<file path="src/rtl/spi_master_apb_regif_stall.sv">
// APB register front-end for the SPI master core.
// Register accesses complete with zero wait states. TX/RX FIFO accesses hold
// PREADY low until the core handshakes, or end with an error when the stall
// timeout expires.
module spi_master_apb_regif_stall #(
  parameter int BUFFER_DEPTH      = 10,
  parameter int APB_ADDR_WIDTH    = 12,
  parameter int NUM_CS            = 4,
  parameter int CLKDIV_WIDTH      = 16,
  parameter int STALL_TIMEOUT     = 255,
  localparam int LOG_BUFFER_DEPTH = $clog2(BUFFER_DEPTH)
) (
  input  logic                        HCLK,
  input  logic                        HRESETn,
  input  logic [APB_ADDR_WIDTH-1:0]   PADDR,
  input  logic [31:0]                 PWDATA,
  input  logic                        PWRITE,
  input  logic                        PSEL,
  input  logic                        PENABLE,
  output logic [31:0]                 PRDATA,
  output logic                        PREADY,
  output logic                        PSLVERR,
  input  logic [31:0]                 spi_status,
  output logic [CLKDIV_WIDTH-1:0]     spi_clk_div,
  output logic                        spi_clk_div_valid,
  output logic [31:0]                 spi_cmd,
  output logic [31:0]                 spi_addr,
  output logic [5:0]                  spi_cmd_len,
  output logic [5:0]                  spi_addr_len,
  output logic [15:0]                 spi_data_len,
  output logic [15:0]                 spi_dummy_rd,
  output logic [15:0]                 spi_dummy_wr,
  output logic [NUM_CS-1:0]           spi_csreg,
  output logic                        spi_rd,
  output logic                        spi_wr,
  output logic                        spi_qrd,
  output logic                        spi_qwr,
  output logic                        spi_swrst,
  output logic [LOG_BUFFER_DEPTH:0]   spi_int_th_tx,
  output logic [LOG_BUFFER_DEPTH:0]   spi_int_th_rx,
  output logic [31:0]                 spi_data_tx,
  output logic                        spi_data_tx_valid,
  input  logic                        spi_data_tx_ready,
  input  logic [31:0]                 spi_data_rx,
  input  logic                        spi_data_rx_valid,
  output logic                        spi_data_rx_ready,
  input  logic                        evt_tx_th,
  input  logic                        evt_rx_th,
  input  logic                        evt_eot,
  output logic                        spi_irq
);

  localparam int TH_W  = LOG_BUFFER_DEPTH + 1;
  localparam int CNT_W = $clog2(STALL_TIMEOUT + 1);
  localparam logic [CNT_W-1:0] CNT_MAX = CNT_W'(STALL_TIMEOUT);

  localparam logic [3:0] A_CTRL   = 4'd0;
  localparam logic [3:0] A_CLKDIV = 4'd1;
  localparam logic [3:0] A_CMD    = 4'd2;
  localparam logic [3:0] A_ADDR   = 4'd3;
  localparam logic [3:0] A_LEN    = 4'd4;
  localparam logic [3:0] A_DUM    = 4'd5;
  localparam logic [3:0] A_TXFIFO = 4'd6;
  localparam logic [3:0] A_RXFIFO = 4'd8;
  localparam logic [3:0] A_INTCFG = 4'd9;
  localparam logic [3:0] A_INTSTA = 4'd10;

  typedef enum logic [1:0] {ST_IDLE, ST_TX_WAIT, ST_RX_WAIT} state_t;

  state_t                    state_q, state_d;
  logic [CNT_W-1:0]          cnt_q, cnt_d;
  logic [CLKDIV_WIDTH-1:0]   clk_div_q, clk_div_d;
  logic                      clk_div_valid_q, clk_div_valid_d;
  logic [31:0]               cmd_q, cmd_d;
  logic [31:0]               addr_q, addr_d;
  logic [5:0]                cmd_len_q, cmd_len_d;
  logic [5:0]                addr_len_q, addr_len_d;
  logic [15:0]               data_len_q, data_len_d;
  logic [15:0]               dummy_rd_q, dummy_rd_d;
  logic [15:0]               dummy_wr_q, dummy_wr_d;
  logic [NUM_CS-1:0]         csreg_q, csreg_d;
  logic [4:0]                cmd_pulse_q, cmd_pulse_d;
  logic [TH_W-1:0]           th_tx_q, th_tx_d;
  logic [TH_W-1:0]           th_rx_q, th_rx_d;
  logic [2:0]                mask_q, mask_d;
  logic [3:0]                intsta_q, intsta_d;
  logic                      irq_q, irq_d;

  logic [3:0]                reg_addr;
  logic                      apb_access;
  logic                      wr_ok, rd_ok, apb_err;
  logic                      tx_req, rx_req;
  logic                      reg_we;
  logic                      fifo_timeout;
  logic [3:0]                intsta_clr;

  // Address decode: which accesses are legal for the selected register.
  always_comb begin
    reg_addr   = PADDR[5:2];
    apb_access = PSEL & PENABLE;
    wr_ok      = 1'b0;
    rd_ok      = 1'b0;
    case (reg_addr)
      A_CTRL, A_CLKDIV, A_CMD, A_ADDR, A_LEN, A_DUM, A_INTCFG, A_INTSTA: begin
        wr_ok = 1'b1;
        rd_ok = 1'b1;
      end
      A_TXFIFO: wr_ok = 1'b1;
      A_RXFIFO: rd_ok = 1'b1;
      default:  ;
    endcase
    apb_err = apb_access & (PWRITE ? ~wr_ok : ~rd_ok);
    tx_req  = apb_access &  PWRITE & (reg_addr == A_TXFIFO);
    rx_req  = apb_access & ~PWRITE & (reg_addr == A_RXFIFO);
  end

  // FIFO stall FSM: drives PREADY/PSLVERR and the FIFO handshake signals.
  always_comb begin
    state_d           = state_q;
    cnt_d             = cnt_q;
    PREADY            = 1'b1;
    PSLVERR           = 1'b0;
    spi_data_tx_valid = 1'b0;
    spi_data_rx_ready = 1'b0;
    fifo_timeout      = 1'b0;
    case (state_q)
      ST_IDLE: begin
        cnt_d = '0;
        if (tx_req) begin
          spi_data_tx_valid = 1'b1;
          if (!spi_data_tx_ready) begin
            // The IDLE access cycle already counts as the first wait cycle.
            PREADY  = 1'b0;
            state_d = ST_TX_WAIT;
            cnt_d   = CNT_W'(1);
          end
        end else if (rx_req) begin
          spi_data_rx_ready = 1'b1;
          if (!spi_data_rx_valid) begin
            PREADY  = 1'b0;
            state_d = ST_RX_WAIT;
            cnt_d   = CNT_W'(1);
          end
        end else if (apb_err) begin
          PSLVERR = 1'b1;
        end
      end
      ST_TX_WAIT, ST_RX_WAIT: begin
        if (!apb_access) begin
          // Master abandoned the transfer: drop back without moving data.
          state_d = ST_IDLE;
          cnt_d   = '0;
        end else if (cnt_q == CNT_MAX) begin
          PSLVERR      = 1'b1;
          fifo_timeout = 1'b1;
          state_d      = ST_IDLE;
          cnt_d        = '0;
        end else if (state_q == ST_TX_WAIT) begin
          spi_data_tx_valid = 1'b1;
          if (spi_data_tx_ready) begin
            state_d = ST_IDLE;
            cnt_d   = '0;
          end else begin
            PREADY = 1'b0;
            cnt_d  = cnt_q + CNT_W'(1);
          end
        end else begin
          spi_data_rx_ready = 1'b1;
          if (spi_data_rx_valid) begin
            state_d = ST_IDLE;
            cnt_d   = '0;
          end else begin
            PREADY = 1'b0;
            cnt_d  = cnt_q + CNT_W'(1);
          end
        end
      end
      default: begin
        state_d = ST_IDLE;
        cnt_d   = '0;
      end
    endcase
  end

  // Register writes, command pulses and sticky interrupt status.
  always_comb begin
    reg_we          = (state_q == ST_IDLE) & apb_access & PWRITE;
    clk_div_d       = clk_div_q;
    clk_div_valid_d = 1'b0;
    cmd_d           = cmd_q;
    addr_d          = addr_q;
    cmd_len_d       = cmd_len_q;
    addr_len_d      = addr_len_q;
    data_len_d      = data_len_q;
    dummy_rd_d      = dummy_rd_q;
    dummy_wr_d      = dummy_wr_q;
    csreg_d         = csreg_q;
    cmd_pulse_d     = '0;
    th_tx_d         = th_tx_q;
    th_rx_d         = th_rx_q;
    mask_d          = mask_q;
    intsta_clr      = '0;
    if (reg_we) begin
      case (reg_addr)
        A_CTRL: begin
          cmd_pulse_d = PWDATA[4:0];
          csreg_d     = PWDATA[8 +: NUM_CS];
        end
        A_CLKDIV: begin
          clk_div_d       = PWDATA[CLKDIV_WIDTH-1:0];
          clk_div_valid_d = 1'b1;
        end
        A_CMD:  cmd_d  = PWDATA;
        A_ADDR: addr_d = PWDATA;
        A_LEN: begin
          cmd_len_d  = PWDATA[5:0];
          addr_len_d = PWDATA[13:8];
          data_len_d = PWDATA[31:16];
        end
        A_DUM: begin
          dummy_rd_d = PWDATA[15:0];
          dummy_wr_d = PWDATA[31:16];
        end
        A_INTCFG: begin
          th_tx_d = PWDATA[TH_W-1:0];
          th_rx_d = PWDATA[8 +: TH_W];
          mask_d  = PWDATA[18:16];
        end
        A_INTSTA: intsta_clr = PWDATA[3:0];
        default:  ;
      endcase
    end
    // A set in the same cycle as its clear wins.
    intsta_d = (intsta_q & ~intsta_clr) | {fifo_timeout, evt_eot, evt_rx_th, evt_tx_th};
    irq_d    = (|(intsta_q[2:0] & mask_q)) | intsta_q[3];
  end

  // Read mux; errored and timed-out accesses return zero.
  always_comb begin
    PRDATA = '0;
    if (apb_access && !PWRITE && !apb_err) begin
      case (reg_addr)
        A_CTRL:   PRDATA = spi_status;
        A_CLKDIV: PRDATA[CLKDIV_WIDTH-1:0] = clk_div_q;
        A_CMD:    PRDATA = cmd_q;
        A_ADDR:   PRDATA = addr_q;
        A_LEN: begin
          PRDATA[5:0]   = cmd_len_q;
          PRDATA[13:8]  = addr_len_q;
          PRDATA[31:16] = data_len_q;
        end
        A_DUM: begin
          PRDATA[15:0]  = dummy_rd_q;
          PRDATA[31:16] = dummy_wr_q;
        end
        A_RXFIFO: PRDATA = fifo_timeout ? 32'd0 : spi_data_rx;
        A_INTCFG: begin
          PRDATA[TH_W-1:0]  = th_tx_q;
          PRDATA[8 +: TH_W] = th_rx_q;
          PRDATA[18:16]     = mask_q;
        end
        A_INTSTA: PRDATA[3:0] = intsta_q;
        default:  ;
      endcase
    end
  end

  // State registers with asynchronous active-low reset.
  always_ff @(posedge HCLK or negedge HRESETn) begin
    if (!HRESETn) begin
      state_q         <= ST_IDLE;
      cnt_q           <= '0;
      clk_div_q       <= '0;
      clk_div_valid_q <= 1'b0;
      cmd_q           <= '0;
      addr_q          <= '0;
      cmd_len_q       <= '0;
      addr_len_q      <= '0;
      data_len_q      <= '0;
      dummy_rd_q      <= '0;
      dummy_wr_q      <= '0;
      csreg_q         <= '0;
      cmd_pulse_q     <= '0;
      th_tx_q         <= '0;
      th_rx_q         <= '0;
      mask_q          <= '0;
      intsta_q        <= '0;
      irq_q           <= 1'b0;
    end else begin
      state_q         <= state_d;
      cnt_q           <= cnt_d;
      clk_div_q       <= clk_div_d;
      clk_div_valid_q <= clk_div_valid_d;
      cmd_q           <= cmd_d;
      addr_q          <= addr_d;
      cmd_len_q       <= cmd_len_d;
      addr_len_q      <= addr_len_d;
      data_len_q      <= data_len_d;
      dummy_rd_q      <= dummy_rd_d;
      dummy_wr_q      <= dummy_wr_d;
      csreg_q         <= csreg_d;
      cmd_pulse_q     <= cmd_pulse_d;
      th_tx_q         <= th_tx_d;
      th_rx_q         <= th_rx_d;
      mask_q          <= mask_d;
      intsta_q        <= intsta_d;
      irq_q           <= irq_d;
    end
  end

  assign spi_clk_div       = clk_div_q;
  assign spi_clk_div_valid = clk_div_valid_q;
  assign spi_cmd           = cmd_q;
  assign spi_addr          = addr_q;
  assign spi_cmd_len       = cmd_len_q;
  assign spi_addr_len      = addr_len_q;
  assign spi_data_len      = data_len_q;
  assign spi_dummy_rd      = dummy_rd_q;
  assign spi_dummy_wr      = dummy_wr_q;
  assign spi_csreg         = csreg_q;
  assign spi_rd            = cmd_pulse_q[0];
  assign spi_wr            = cmd_pulse_q[1];
  assign spi_qrd           = cmd_pulse_q[2];
  assign spi_qwr           = cmd_pulse_q[3];
  assign spi_swrst         = cmd_pulse_q[4];
  assign spi_int_th_tx     = th_tx_q;
  assign spi_int_th_rx     = th_rx_q;
  assign spi_data_tx       = PWDATA;
  assign spi_irq           = irq_q;

endmodule

</file>
<file path="config.mk">
export PLATFORM = sky130hd
export DESIGN_NAME = spi_master_apb_regif_stall
export DESIGN_NICKNAME = d
export VERILOG_FILES = /design/src/rtl/spi_master_apb_regif_stall.sv
export SDC_FILE = /design/constraint.sdc
export NUM_CORES = 1
export LEC_CHECK = 0
export ABC_CLOCK_PERIOD_IN_PS = 2500
export CAP_MARGIN = 20
export CORE_MARGIN = 1
export CORE_UTILIZATION = 46
export CTS_BUF_LIST = sky130_fd_sc_hd__clkbuf_4
export CTS_CLUSTER_SIZE = 14
export DETAILED_ROUTE_END_ITERATION = 10
export HOLD_SLACK_MARGIN = 0.06
export PLACE_DENSITY = 0.89
export SLEW_MARGIN = 20
export SYNTH_ARGS = -nofsm -noshare
export SYNTH_HDL_FRONTEND = slang
export SYNTH_SLANG_ARGS = --single-unit
</file>
<file path="constraint.sdc">
create_clock -name HCLK -period 2.5 [get_ports HCLK]
set_input_delay 0.25 -clock HCLK [delete_from_list [all_inputs] [get_ports HCLK]]
set_output_delay 0.25 -clock HCLK [all_outputs]
set_load 0.01 [all_outputs]
</file>
# --- Yosys cells after proc, flatten, opt, wreduce, memory -nomap -nowiden ---
# Cells that the tools add are included.
word_totals:
  ff_bits: 178
  out_inout_bits: 229
  word_cells: 136
classes:
  add_sub_neg: 1
  eq_ne: 17
  muxes: 66
  bitwise: 16
  n_reduce_logical: 18
op_table:
  columns: ["cell", "n"]
  rows:
  - ["13-bit one-hot mux with 6 select lines", 1]
  - ["32-bit 2-to-1 mux", 2]
  - ["8-bit 2-to-1 mux", 6]
  - ["5-bit one-hot mux with 8 select lines", 1]
  - ["4-bit one-hot mux with 9 select lines", 1]
  - ["1-bit 2-to-1 mux", 30]
  - ["2-bit one-hot mux with 6 select lines", 2]
  - ["3-bit one-hot mux with 7 select lines", 1]
  - ["2-bit 2-to-1 mux", 9]
  - ["9-bit OR reduction", 2]
  - ["8-bit one-hot mux with 2 select lines", 1]
  - ["1-bit one-hot mux with 7 select lines", 2]
  - ["2-bit AND reduction", 7]
  - ["4-bit by 3-bit equality test with 1-bit output, second input constant", 3]
  - ["4-bit equality test, second input constant", 3]
  - ["5-bit 2-to-1 mux", 2]
  - ["5-bit inequality test, second input constant", 2]
  - ["3-bit inequality test, second input constant", 3]
  - ["8-bit by 1-bit adder with 8-bit output, second input constant", 1]
  - ["1-bit bitwise AND", 8]
  - ["4-bit by 2-bit equality test with 1-bit output, second input constant", 2]
  - ["8-bit equality test, second input constant", 1]
  - ["4-bit 2-to-1 mux", 2]
  - ["1-bit one-hot mux with 2 select lines", 4]
  - ["18 further kinds", 22]

# --- Depth between registers and ports, before layout ---
logic_depth:
  word_depth: 10
  mapped_depth: 8

# --- Worst setup path before layout ---
# OpenSTA, ideal clock, no wires.
synth_path:
  path_type: "register -> output"
  startpoint: "reg state_q[0]"
  endpoint: "out PSLVERR"
  arrival_ps: 1725
  setup_slack_ps: 525
  path_stages_with_launch: 8
  path_buffers: 2
  path_cell_list: "dfrtp_1 inv_1 ha_1 nand3_1 or3_1 clkbuf_1 buf_2 a21oi_1"
synth_between:
  elab_chain_cells: 3
  word_cells_on_any_way: 5
  cone_classes: "eq/ne: 2; mux: 1; reduce/logical: 2"
synth_rtl:
  columns: ["item", "line", "text"]
  rows:
  - ["start: declaration", "70", "state_t state_q, state_d;"]
  - ["start signal: assignment", "290", "state_q <= state_d;"]
  - ["2-bit by 1-bit equality test with 1-bit output / 2-bit equality test (equally long branches)", "126", "case (state_q)"]
  - ["2-bit OR reduction", "126", null]
  - ["1-bit one-hot mux with 2 select lines (*)", "126", null]
  - ["end: declaration", "22", "output logic PSLVERR,"]
# Every way passes the cells marked *; elsewhere a longest branch is shown, timed or not.

# --- Worst setup path in the final report ---
layout_path:
  startpoint: "reg state_q[1]"
  endpoint: "out PRDATA[16]"
layout_between:
  elab_chain_cells: 6
  word_cells_on_any_way: 7
  cone_classes: "eq/ne: 2; mux: 4; reduce/logical: 1"
layout_rtl:
  columns: ["item", "line", "text"]
  rows:
  - ["2-bit by 1-bit equality test with 1-bit output / 2-bit equality test (equally long branches)", "126", null]
  - ["2-bit OR reduction (*)", "126", null]
  - ["1-bit 2-to-1 mux (*)", "126", null]
  - ["32-bit 2-to-1 mux (*)", "256", "A_RXFIFO: PRDATA = fifo_timeout ? 32'd0 : spi_data_rx;"]
  - ["3-bit one-hot mux with 7 select lines (*)", "242", "case (reg_addr)"]
  - ["32-bit 2-to-1 mux (*)", "241", "if (apb_access && !PWRITE && !apb_err) begin"]
  - ["end: declaration", "20", "output logic [31:0] PRDATA,"]
# Marks and branches as above.

==> results.tsv <==
stage	metric	value	unit
status	run status	finished, violations left	
status	violated checks	negative setup slack	
critical_path	worst path cell trace	inv_2 -> ha_4 -> nand3_4 -> or3_4 -> buf_12 -> a32oi_2 -> a21oi_2 -> buf_2	
global_routing	first-pass GRT wire length	51700	µm
critical_path	crit start category	flop	
hold_path	worst hold endpoint	intsta_q[1]$_DFF_PN0_	
critical_path	Worst path slowest cell	or3_4	
global_routing	largest net degree at the start of global routing	81	
global_routing	Overflow after GRT	0	
critical_path	crit path max fanout	7	
logic_synthesis	Seq cells post-synth	178	
die	DIE AREA	20700	µm²
route	drt drc	0	
die	Top Ports	347	
sta	final worst path period share	1.12	
sta	Max transition margin	0.536	
sta	Peak Freq	358	MHz
clocking	clock sinks	178	
route	ANT nets after route	0	
layout	Fill cells	1333	
critical_path	CP required	2.25	ns
critical_path	Worst path top cell family by delay	simple AND/OR/NAND/NOR gates	
place	Port Buffers	338	
critical_path	Worst Path Class, Setup	flop to output port	
die	Core ar.	19600	µm²
power	Psw	0.00237	W
critical_path	FF-to-FF path depth	9	
route	Vias	8663	
place	Final HPWL DP	25100	µm
sta	RSZ-0062 raised after global routing	yes	
die	Chip Height	144	µm
power	Leakage	6.06	nW
power	clock group share of total power	0.221	
route	total wire length	35600	µm
place	dpl cells	1394	
logic_synthesis	register area share after synthesis	0.480	
layout	fin nets	1289	
route	Avg WL per Cell	24.6	µm
clocking	Clk pin slew, worst setup/hold paths	0.16	ns
route	WL met2	17400	µm
logic_synthesis	Mapped Cells	779	
route	Initial DRC Count	708	
clocking	CTS buffer count	17	
clocking	H-tree lvl count	4	
power	Comb power frac	0.297	
route	met3 WL post-DR	3060	µm
logic_synthesis	fraction of registers with async set or reset after synthesis	1.00	
logic_synthesis	number of flops mapped to enable cells by yosys	0	
sta	Clock Skews	0.0155	ns
logic_synthesis	Main synth FF type	dfrtp_1	
sta	Final setup viols	34	
sta	final worst setup slack	-0.292	ns
layout	fraction of layout cells with a size suffix above 1	0.334	
hold_path	HP Start	evt_rx_th	
logic_synthesis	syn_nets	901	
sta	Setup TNS	-7.18	ns
power	Pint	0.00492	W
global_routing	vias in the first global route	9019	
logic_synthesis	Mapped Avg Cell Area	11.9	µm²
sta	worst-margin pin slew	0.696	ns
clocking	root buf cell	clkbuf_4	
global_routing	Total GRT Usage	0.339	
die	Core Rows	51	
die	Initial Utilization	0.473	
power	Reg power frac	0.482	
power	Max VDD drop	0.364	mV
logic_synthesis	Mapped Area	9270	µm²
critical_path	r2r setup slk	0.30	ns
clocking	clk_lat worst skew	0.59	ns
sta	final hold vios	0	
hold_path	Hold Path Stages	2	
die	die width	144	µm
power	Net Sw Frac	0.325	
route	1st-pass router iterations	7	
route	top routing layer in use	met4	
global_routing	initial antenna violation count	1	
layout	Layout Cells excl Fill	1447	
job	max-cap viol count	0	
critical_path	Critical R2R Launch	state_q[1]$_DFFE_PN0P_	
layout	area added between synthesis and finish	53.3	%
critical_path	CP Buf/Inv Count	3	
logic_synthesis	Yosys Warn Count	0	
critical_path	R2R Path End	state_q[1]$_DFFE_PN0P_	
critical_path	max incr delay on CP	0.51	ns
clocking	CTS tree	done	
critical_path	Crit. End Element	output port	
clocking	clk buf depth	2	
place	Placer Congestion	0.912	
sta	clock period minus worst slack	2.79	ns
logic_synthesis	Synth cell types	65	
route	DRT met1 WL	13600	µm
critical_path	Arrival @ worst endpoint	2.54	ns
power	PwrDens	513	nW/µm²
sta	fin. max-slew vios	0	
hold_path	min-delay worst type	input port to flop	
route	vias per std cell	5.99	
[routing by layer]
metal  up-vias  track usage
met5         -            0
met4         0        0.176
met3       112       0.0844
met2       575        0.555
met1      4299        0.412
li1       3677            -
[power by group through the flow]
| stage | clock network [W] | registers, W | logic, W |
|---|---|---|---|
| floorplan | 0 | 0.00365 | 0.000638 |
| global placement | 0 | 0.00354 | 0.00202 |
| detailed placement | 0 | 0.00356 | 0.00207 |
| CTS | 0.00164 | 0.00351 | 0.00212 |
| global route | 0.00177 | 0.00356 | 0.00227 |
| finish | 0.00161 | 0.00352 | 0.00217 |
[cell families (layout without fill, tap and decap cells)]
group                    after synthesis  count (layout)  share of synthesized area
adder cells (fa/ha/maj)                4               4                    0.00540
XOR/XNOR                               6               6                    0.00567
multiplexers                         196             196                      0.240
other                                  0               2                          0
buffers and inverters                 93             494                     0.0626
AND/OR/NAND/NOR                      160             160                     0.0985
flip-flops                           178             178                      0.480
AO/OA/AOI/OAI                        142             142                      0.107
[cell usage in the layout (no fill, tap or decap), drive strengths merged, types with 6 or more instances in the layout]
master / instances
clkdlybuf4s50: 298
dfrtp: 178
mux2: 163
buf: 154
nand3: 55
a21oi: 32
mux2i: 28
o21ai: 25
clkbuf: 20
nor2: 20
nand2: 17
a222oi: 14
a22oi: 14
inv: 13
nor2b: 11
and2: 11
a31oi: 11
nor3: 9
a22o: 8
clkinv: 8
nand2b: 7
a32oi: 7
nand4: 6
and3: 6
[worst max-delay path by stage]
stage                       to  slack (ns)              startpoint  cells after the start
finish              PRDATA[16]       -0.29  state_q[1]$_DFFE_PN0P_                      8
global route        PRDATA[29]       -0.38  state_q[1]$_DFFE_PN0P_                      9
CTS                 PRDATA[16]       -0.24  state_q[1]$_DFFE_PN0P_                      8
detailed placement  PRDATA[20]       -0.24                PADDR[5]                      9
global placement    PRDATA[20]       -0.21                PADDR[5]                      9
floorplan              PSLVERR        0.52  state_q[0]$_DFFE_PN0P_                      7
[layout make-up]
| cell class | count | area (µm²) | share of cell area |
|---|---|---|---|
| tap | 265 | 332 | 0.0233 |
| timing repair buffer | 455 | 4400 | 0.310 |
| sequential | 178 | 4450 | 0.313 |
| clock buffer | 18 | 135 | 0.00951 |
| inverter | 7 | 26.3 | 0.00185 |
| multi-input combinational | 508 | 4720 | 0.332 |
| clock inverter | 14 | 144 | 0.0101 |
| antenna | 2 | 5.00 | 0.000352 |
[worst reg2reg max path, cell delays in order (launching register included)]
cell and delay, ns:
dfrtp_1 0.40, inv_2 0.06, buf_4 0.13, buf_6 0.11
ha_4 0.16, mux2_4 0.30, buf_4 0.14, a211oi_1 0.51
a31oi_1 0.12, o32ai_1 0.17
[repair_timing]
action                     CTS  global route
setup buffers               11             5
hold endpoints to repair    75             0
gates cloned                 3             0
pin swaps                   31            22
setup endpoints to repair   36            36
resized for setup          196            49
hold buffers                 1             0
[cell usage after synthesis, drive strengths merged (8+ instances only)]
master,instances,share of area
buf,74,0.055
nor3,9,0.0065
and2,11,0.0074
clkbuf,12,0.0049
a222oi,14,0.015
nor2,20,0.0094
a21oi,32,0.017
o21ai,25,0.013
mux2i,28,0.030
a22o,8,0.0076
nand3,55,0.030
dfrtp,178,0.48
a22oi,14,0.011
mux2,163,0.20
nand2,17,0.0072
a31oi,11,0.0074
nor2b,11,0.0074
[metrics by stage]
| stage | utilization | total power [W] | setup slack [ns] | area, µm² | hold WS (ns) |
|---|---|---|---|---|---|
| 2_1_floorplan | - | 0.00429 | 0.525 | 9270 | -0.0456 |
| 3_3_place_gp | 0.682 | 0.00556 | -0.215 | 13400 | 0.333 |
| 3_5_place_dp | 0.682 | 0.00563 | -0.238 | 13400 | 0.338 |
| 4_1_cts | 0.711 | 0.00727 | -0.241 | 13900 | 0.206 |
| 5_1_grt | 0.726 | 0.00760 | -0.383 | 14200 | 0.192 |
| 6_report | 0.726 | 0.00730 | -0.292 | 14200 | 0.245 |
[sequential cells by signal, summed over array words and instances (netlist names), 6 cells and up]
name / flops
spi_cmd: 32
spi_addr_len: 6
spi_cmd_len: 6
cnt_q: 8
spi_addr: 32
spi_clk_div: 16
spi_data_len: 16
spi_dummy_wr: 16
spi_dummy_rd: 16
Note: power is estimated with default switching activity, not from simulation.
